`src/rtl/stack_alu_p_if.sv`:
```
// stack_alu_p_if: opcode/status bundle between the command decoder and the operand stack
// Ports: in/op/apply carry the command (master drives); tail/empty/full/count/valid/err carry stack status (slave drives)
interface stack_alu_p_if #(
    parameter int WIDTH = 8,
    parameter int DEPTH = 16
);
    localparam int CNT_W = $clog2(DEPTH + 1);
    logic [WIDTH-1:0] in;
    logic [2:0]       op;
    logic             apply;
    logic [WIDTH-1:0] tail;
    logic             empty;
    logic             full;
    logic [CNT_W-1:0] count;
    logic             valid;
    logic             err;
    modport master (output in, op, apply, input tail, empty, full, count, valid, err);
    modport slave  (input in, op, apply, output tail, empty, full, count, valid, err);
endinterface

```
`src/rtl/stack_alu_p.sv`:
```
// stack_alu_p: operand stack executing one push/pop/arithmetic opcode per clock when apply is high
// Ports: clk, rst (async active-high); bus.slave carries in/op/apply and returns tail/empty/full/count/valid/err
module stack_alu_p #(
    parameter int WIDTH = 8,
    parameter int DEPTH = 16
) (
    input logic       clk,
    input logic       rst,
    stack_alu_p_if.slave bus
);
    localparam int CNT_W = $clog2(DEPTH + 1);
    localparam int PTR_W = $clog2(DEPTH);
    localparam logic [CNT_W-1:0] FULL_CNT = CNT_W'(DEPTH);
    localparam logic [2:0] POP = 3'd0, DUP = 3'd1, SWAP = 3'd2, ADD = 3'd3;
    localparam logic [2:0] SUB = 3'd4, PUSH = 3'd5, CLEAR = 3'd6;
    logic [WIDTH-1:0] mem [DEPTH];
    logic [CNT_W-1:0] cnt, nxt;
    logic [PTR_W-1:0] wp, tp, np;
    logic [WIDTH-1:0] t, n;
    logic             one, two, room, legal, valid_q, err_q;
    // wp is the first free slot, tp the top, np the one below; they are only used when the op is legal
    assign wp   = PTR_W'(cnt);
    assign tp   = PTR_W'(cnt - CNT_W'(1));
    assign np   = PTR_W'(cnt - CNT_W'(2));
    assign t    = mem[tp];
    assign n    = mem[np];
    assign one  = cnt != '0;
    assign two  = cnt > CNT_W'(1);
    assign room = cnt != FULL_CNT;
    assign legal = (bus.op == POP && one) || (bus.op == DUP && one && room) ||
                   ((bus.op == SWAP || bus.op == ADD || bus.op == SUB) && two) ||
                   (bus.op == PUSH && room) || bus.op == CLEAR;
    assign nxt = (bus.op == DUP || bus.op == PUSH) ? cnt + CNT_W'(1) :
                 (bus.op == POP || bus.op == ADD || bus.op == SUB) ? cnt - CNT_W'(1) :
                 (bus.op == CLEAR) ? '0 : cnt;
    always_ff @(posedge clk or posedge rst) begin
        if (rst) begin
            cnt     <= '0;
            valid_q <= 1'b0;
            err_q   <= 1'b0;
        end else if (bus.apply) begin
            valid_q <= legal;
            err_q   <= (bus.op == CLEAR) ? 1'b0 : err_q | ~legal;
            if (legal) cnt <= nxt;
        end
    end
    // storage is never reset; entries at or above the pointer are never observed
    always_ff @(posedge clk) begin
        if (bus.apply && legal) begin
            if (bus.op == PUSH) mem[wp] <= bus.in;
            if (bus.op == DUP) mem[wp] <= t;
            if (bus.op == SWAP) begin
                mem[tp] <= n;
                mem[np] <= t;
            end
            if (bus.op == ADD) mem[np] <= n + t;
            if (bus.op == SUB) mem[np] <= n - t;
        end
    end
    assign bus.tail  = one ? t : '0;
    assign bus.empty = ~one;
    assign bus.full  = ~room;
    assign bus.count = cnt;
    assign bus.valid = valid_q;
    assign bus.err   = err_q;
endmodule
```
`src/flat_wrapper.sv`:
```
// flat-port wrapper written by rule: the top's interface ports become plain ports
module stack_alu_p_flat 
#(
    parameter int WIDTH = 8,
    parameter int DEPTH = 16
)
  (clk, rst, bus_in, bus_op, bus_apply, bus_tail, bus_empty, bus_full, bus_count, bus_valid, bus_err);
  stack_alu_p_if #(.WIDTH(WIDTH), .DEPTH(DEPTH)) bus_i ();
  input logic clk;
  input logic rst;
  input wire logic [$bits(bus_i.in)-1:0] bus_in;
  input wire logic [$bits(bus_i.op)-1:0] bus_op;
  input wire logic [$bits(bus_i.apply)-1:0] bus_apply;
  output wire logic [$bits(bus_i.tail)-1:0] bus_tail;
  output wire logic [$bits(bus_i.empty)-1:0] bus_empty;
  output wire logic [$bits(bus_i.full)-1:0] bus_full;
  output wire logic [$bits(bus_i.count)-1:0] bus_count;
  output wire logic [$bits(bus_i.valid)-1:0] bus_valid;
  output wire logic [$bits(bus_i.err)-1:0] bus_err;
  assign bus_i.in = bus_in;
  assign bus_i.op = bus_op;
  assign bus_i.apply = bus_apply;
  assign bus_tail = bus_i.tail;
  assign bus_empty = bus_i.empty;
  assign bus_full = bus_i.full;
  assign bus_count = bus_i.count;
  assign bus_valid = bus_i.valid;
  assign bus_err = bus_i.err;
  stack_alu_p #(.WIDTH(WIDTH), .DEPTH(DEPTH)) u_core (.clk(clk), .rst(rst), .bus(bus_i));
endmodule
```
`config.mk`:
```
export PLATFORM = sky130hd
export DESIGN_NAME = stack_alu_p_flat
export DESIGN_NICKNAME = d
export VERILOG_FILES = /design/src/rtl/stack_alu_p_if.sv /design/src/rtl/stack_alu_p.sv /design/src/flat_wrapper.sv
export SDC_FILE = /design/constraint.sdc
export NUM_CORES = 1
export LEC_CHECK = 0
export CAP_MARGIN = 20
export CORE_ASPECT_RATIO = 0.5
export CORE_MARGIN = 4
export CORE_UTILIZATION = 40
export DETAILED_ROUTE_END_ITERATION = 6
export GPL_TIMING_DRIVEN = 0
export PLACE_DENSITY = 0.63
export SYNTH_ARGS = -nofsm -noshare
export SYNTH_HDL_FRONTEND = slang
export SYNTH_SLANG_ARGS = --single-unit
```
`constraint.sdc`:
```
create_clock -name clk -period 13.4 [get_ports clk]
set_input_delay 2.68 -clock clk [delete_from_list [all_inputs] [get_ports clk]]
set_output_delay 2.68 -clock clk [all_outputs]
set_load 0.005 [all_outputs]
```
# Yosys cells after proc, flatten, opt, wreduce, memory -nomap -nowiden
# Memories as Yosys holds them, arrays and structs flattened.
# Index checks and enable logic that the tools add are counted.
[word_totals]
reg_bits = 7
ramBits = 128
inputBits = 14
out_inout_bits = 17
word_cells = 70
memories = 1
[op_classes]
addsub = 5
n_lt_le_gt_ge = 1
n_eq_ne = 7
muxes = 26
bitwise_logic = 7
n_reduce_logical = 20
[memory_table]
columns = ["name", "depth", "word_bits", "rd", "rd_ports_with_merged_regs", "write_ports", "line_no", "rtl"]
rows = [
  ["u_core.mem", 16, 8, 2, 0, 2, "stack_alu_p.sv:16", "logic [WIDTH-1:0] mem [DEPTH];"],
]
[ops]
columns = ["cell", "count"]
rows = [
  ["$mux 8", 5],
  ["$mux 1", 17],
  ["$mux 5", 3],
  ["$eq 3x3->1 const B", 3],
  ["$logic_or 1x1->1", 9],
  ["$add 8x8->8", 1],
  ["$reduce_or 8->1", 1],
  ["$sub 8x8->8", 1],
  ["$eq 3x2->1 const B", 2],
  ["$logic_and 1x1->1", 6],
  ["$add 5x1->5 const B", 1],
  ["$gt 5x1->1 const B", 1],
  ["$ne 5x5->1 const B", 1],
  ["$reduce_bool 5->1", 1],
  ["$sub 5x1->5 const B", 1],
  ["$mux 4", 1],
  ["$or 1x1->1", 4],
  ["$sub 4x2->4 const B", 1],
  ["$eq 3x1->1 const B", 1],
  ["$logic_not 3->1", 1],
  ["$not 1->1", 3],
  ["$reduce_and 3->1", 1],
  ["$reduce_bool 3->1", 1],
]

# Logic depth before layout (Yosys ltp)
[logic_depth]
word_depth = 12
ltp_mapped = 22
ltp_nobuf = 16

# Least setup slack after synthesis
# OpenSTA, ideal clock, no wires.
[synth_timing]
path_type = "reg2out"
start = "reg u_core.cnt[1] (netlist: u_core.bus.count[1])"
end = "out bus_tail[6]"
arrival_time_ps = 2987
t_required_ps = 10720
slack_ps = 7733
stages_incl_launch_ff = 13
path_buffers = 4
path_cell_list = "dfrtp_1 -> clkbuf_1 -> clkbuf_1 -> inv_1 -> ha_1 -> buf_2 -> xnor2_1 -> clkbuf_1 -> nand2_1 -> and3_1 -> a31oi_1 -> inv_1 -> nor2_1"
[synth_via]
elab_chain_len = 3
elab_cells_between_ends = 4
cone_classes = "1 x add/sub; 1 x mux; 1 x reduce/logical; 1 x memory"
[synth_rtl]
columns = ["element", "line_no", "rtl"]
rows = [
  ["start: declaration", "stack_alu_p.sv:17", "logic [CNT_W-1:0] cnt, nxt;"],
  ["start signal: assignment", "stack_alu_p.sv:44", "if (legal) cnt <= nxt;"],
  ["$sub 5x1->5", "-", ""],
  ["$mem_v2 16x8", "-", ""],
  ["$mux 8 *", "stack_alu_p.sv:60", "assign bus.tail = one ? t : '0;"],
  ["end: declaration", "flat_wrapper.sv:14", "output wire logic [$bits(bus_i.tail)-1:0] bus_tail;"],
]
# Mark *: on every way between the ends. The rest lies on a longest branch, timed or not.

# Final worst setup path
# Same ends and word-level chain as after synthesis.

==> results.md <==
- Outcome: finished clean
- CP max stage delay: 760 ps
- Worst R2R Path Depth: 21
- Sink Count: 135
- Critical path fanouts, max: 10
- Cts bufs inserted: 17
- Number of buffers and inverters on the critical path: 7
- DRC: 0
- WP data arrival: 5850 ps
- Synth Area in Compound Gates: 10.9%
- Netlist cell types: 64
- P&R area growth vs syn: 14.3%
- Slew Viols, Final: 0
- Yosys reg bits: 135
- Total track usage: 22.0%
- Multiplexer share of the synthesized area: 27.3%
- Ports: 31
- CP top delay family: buffers and inverters
- Port Buffers: 29
- Category of the most critical setup path: reg -> out
- Vias in the first global route: 6849
- NumNets Final: 850
- Startpoint Class: register
- Worst-Skew Late Latency: 430 ps
- Worst Setup End Kind: output port
- Slew margin rel.: 34.0%
- YS warnings: 0
- WL per Instance: 25.2 µm
- Final period util: 63.7%
- Die extent in y: 116 µm
- EDFF count, synth: 128
- Max-Cap Viols: 0
- CTS tree: built
- Antenna Violating Nets Remaining: 0
- CP Depth: 13
- Share of cells above drive strength 1: 23.3%
- Mapped Cells: 750
- Worst-Margin Slew: 984 ps
- Final worst path period need: 8530 ps
- Main flop type after synthesis: edfxtp_1
- ANT cells: 0
- Sequential-to-total area share from yosys stat: 42.7%
- Post-CTS Repair Setup Buffers: 0
- Largest family of logic cells by synthesized area: multiplexers
- FP Rows: 39
- Setup_tns: 0 ps
- CTS Root Cell: clkbuf_16
- Core Area: 0.0230 mm²
- Top cell type's share of synthesized area: 40.8%
- Adder-cell area share of the yosys netlist: 3.35%
- First-pass DRT Iterations: 6
- Largest net degree at the start of global routing: 17
- Avg Synthesized Cell Area: 12.6 µm²
- Vias: 7092
- Via density: 6.27
- Initial antenna violation count: 0
- Final Hold Viols: 0
- Worst hold path class: reg -> reg
- Net count after synthesis: 788
- Top cells by area, synth: edfxtp_1 41%, mux4_2 17%, mux2i_1 10%, nand2_1 3.8%, ha_1 2.9%
- Post-DP HPWL: 21300 µm
- Final wirelength: 28600 µm
- RSZ-0062 raised after global routing: false
- Top-count cell post-synth: edfxtp_1
- Gpl congestion: 0.947
- H-tree levels: 4
- Clk pin slew, worst setup/hold paths: 60 ps
- Critical Path RT: 10720 ps
- DRT iter0 DRCs: 1047
- Critical Path, Cell by Cell: clkbuf_1 -> clkbuf_1 -> inv_1 -> ha_1 -> buf_2 -> xnor2_1 -> clkbuf_1 -> nand2_1 -> and3_1 -> a31oi_1 -> inv_1 -> nor2_1 -> clkdlybuf4s50_1
- Post-Synth Simple-Gate Area: 10.3%
- Global-route wire length before repair: 42600 µm
- Area leader, netlist: edfxtp_1
- Synth Area in XOR/XNOR: 0.651%
- F_max: 117 MHz
- Post-synth top cells: 128 x edfxtp_1, 96 x nand2_1, 94 x mux2i_1, 71 x mux4_2, 34 x o21ai_0
- Die width: 225 µm
- GRT overflow: 0
- Die area: 0.0262 mm²
- Synthesized area: 0.00941 mm²
- Hold depth: 1
- Hold_buf cts: 0
- Clock buffer depth: 2
- Post_cts resized: 0
- Final setup vio count: 0
- Critical-path top delay cell: xnor2_1
- Cell repeated most along the worst path: clkbuf_1
- Synth async-reset ratio: 5.19%
- Final Skew: 11.1 ps
- Initial core utilization: 41.0%
## flip-flops by register name, summed over array words and instances (netlist names)
register	cells
u_core.bus.err	1
u_core.bus.count	5
u_core.bus.valid	1
u_core.mem	128
## through the flow
stage / area (µm²) / hold WS, ps / std cells / setup slack [ps] / utilization, %
after CTS: 10800 / 499 / 1131 / 4970 / 46.8
after detailed placement: 10200 / 480 / 1099 / 5460 / 44.3
after global placement: 10100 / 467 / 1086 / 5470 / 43.9
after floorplan: 9410 / 474 / 750 / 7730 / -
final: 10800 / 497 / 1132 / 4870 / 46.8
after global routing: 10800 / 530 / 1132 / 4630 / 46.8
## layer usage
layer | wire [µm] | part of all wire [%] | global-route usage [%]
met2 | 12300 | 43 | 32.8
met5 | 0 | 0 | 0
met4 | 394 | 1.4 | 4.98
met3 | 3410 | 12 | 6.81
met1 | 12500 | 44 | 31.9
## layout by cell type (no fill, tap or decap), drive strengths merged, types with 6 or more instances in the layout
| cell | Yosys | final |
|---|---|---|
| clkdlybuf4s50 | 0 | 29 |
| a31o | 8 | 8 |
| o31ai | 17 | 17 |
| inv | 23 | 29 |
| buf | 46 | 59 |
| ha | 22 | 22 |
| nor2 | 20 | 20 |
| mux4 | 71 | 71 |
| nor2b | 15 | 15 |
| nand2 | 99 | 99 |
| o21ai | 42 | 42 |
| clkbuf | 14 | 33 |
| o221ai | 6 | 6 |
| and2 | 9 | 9 |
| edfxtp | 128 | 128 |
| nand3 | 9 | 9 |
| dfrtp | 7 | 7 |
| a21oi | 25 | 25 |
| mux2i | 95 | 95 |
| nand4 | 10 | 10 |
| a31oi | 13 | 13 |
| nand2b | 7 | 7 |
| a221o | 6 | 6 |
| and3 | 10 | 10 |
## cells by family after synthesis
logic type                 count (synthesis)
adders and majority gates                 24
buffers and inverters                     83
DFF                                      135
AOI/OAI and AO/OA                        145
muxes                                    167
and+or+nand+nor                          189
xor gates and xnor gates                   7
## worst register-to-register path, cell delays in order (launching register included)
cell,delay [ps]
dfrtp_1,420
clkbuf_1,500
clkbuf_1,590
inv_1,330
ha_1,270
buf_2,170
xnor2_1,760
clkbuf_1,660
nand2_1,110
and3_1,260
a31oi_1,520
ha_1,270
inv_1,70
fa_1,490
a21o_1,200
a21oi_1,240
o21bai_1,120
a21o_1,200
a221o_1,320
a22oi_4,330
buf_4,260
mux2i_1,90
## path summary, 6_finish.rpt
kind                                          start  slack (ps)                  end
worst max-delay path            u_core.bus.count[1]        4870          bus_tail[6]
worst min-delay path               u_core.bus.valid         500     u_core.bus.valid
worst max register to register  u_core.bus.count[1]        5990     u_core.mem[6][6]
worst min register to register     u_core.bus.valid         500     u_core.bus.valid
max in group asynchronous                       rst       10720  u_core.bus.count[2]
min in group asynchronous                       rst        2470     u_core.bus.valid
## final cells by class
cell class              instances  area [µm²]
fillers                      2035       12200
flip-flops and latches        135        4020
clock inverters                14         140
clock buffers                  18         429
multi-input cells             532        4950
well taps                     307         384
inverters                      23        86.3
plain buffers                  60         358
repair buffers                 43         395
Power is left out: the tool's default activity adds up to more than one toggle a clock period on the data nets, which glitch-free logic cannot reach.
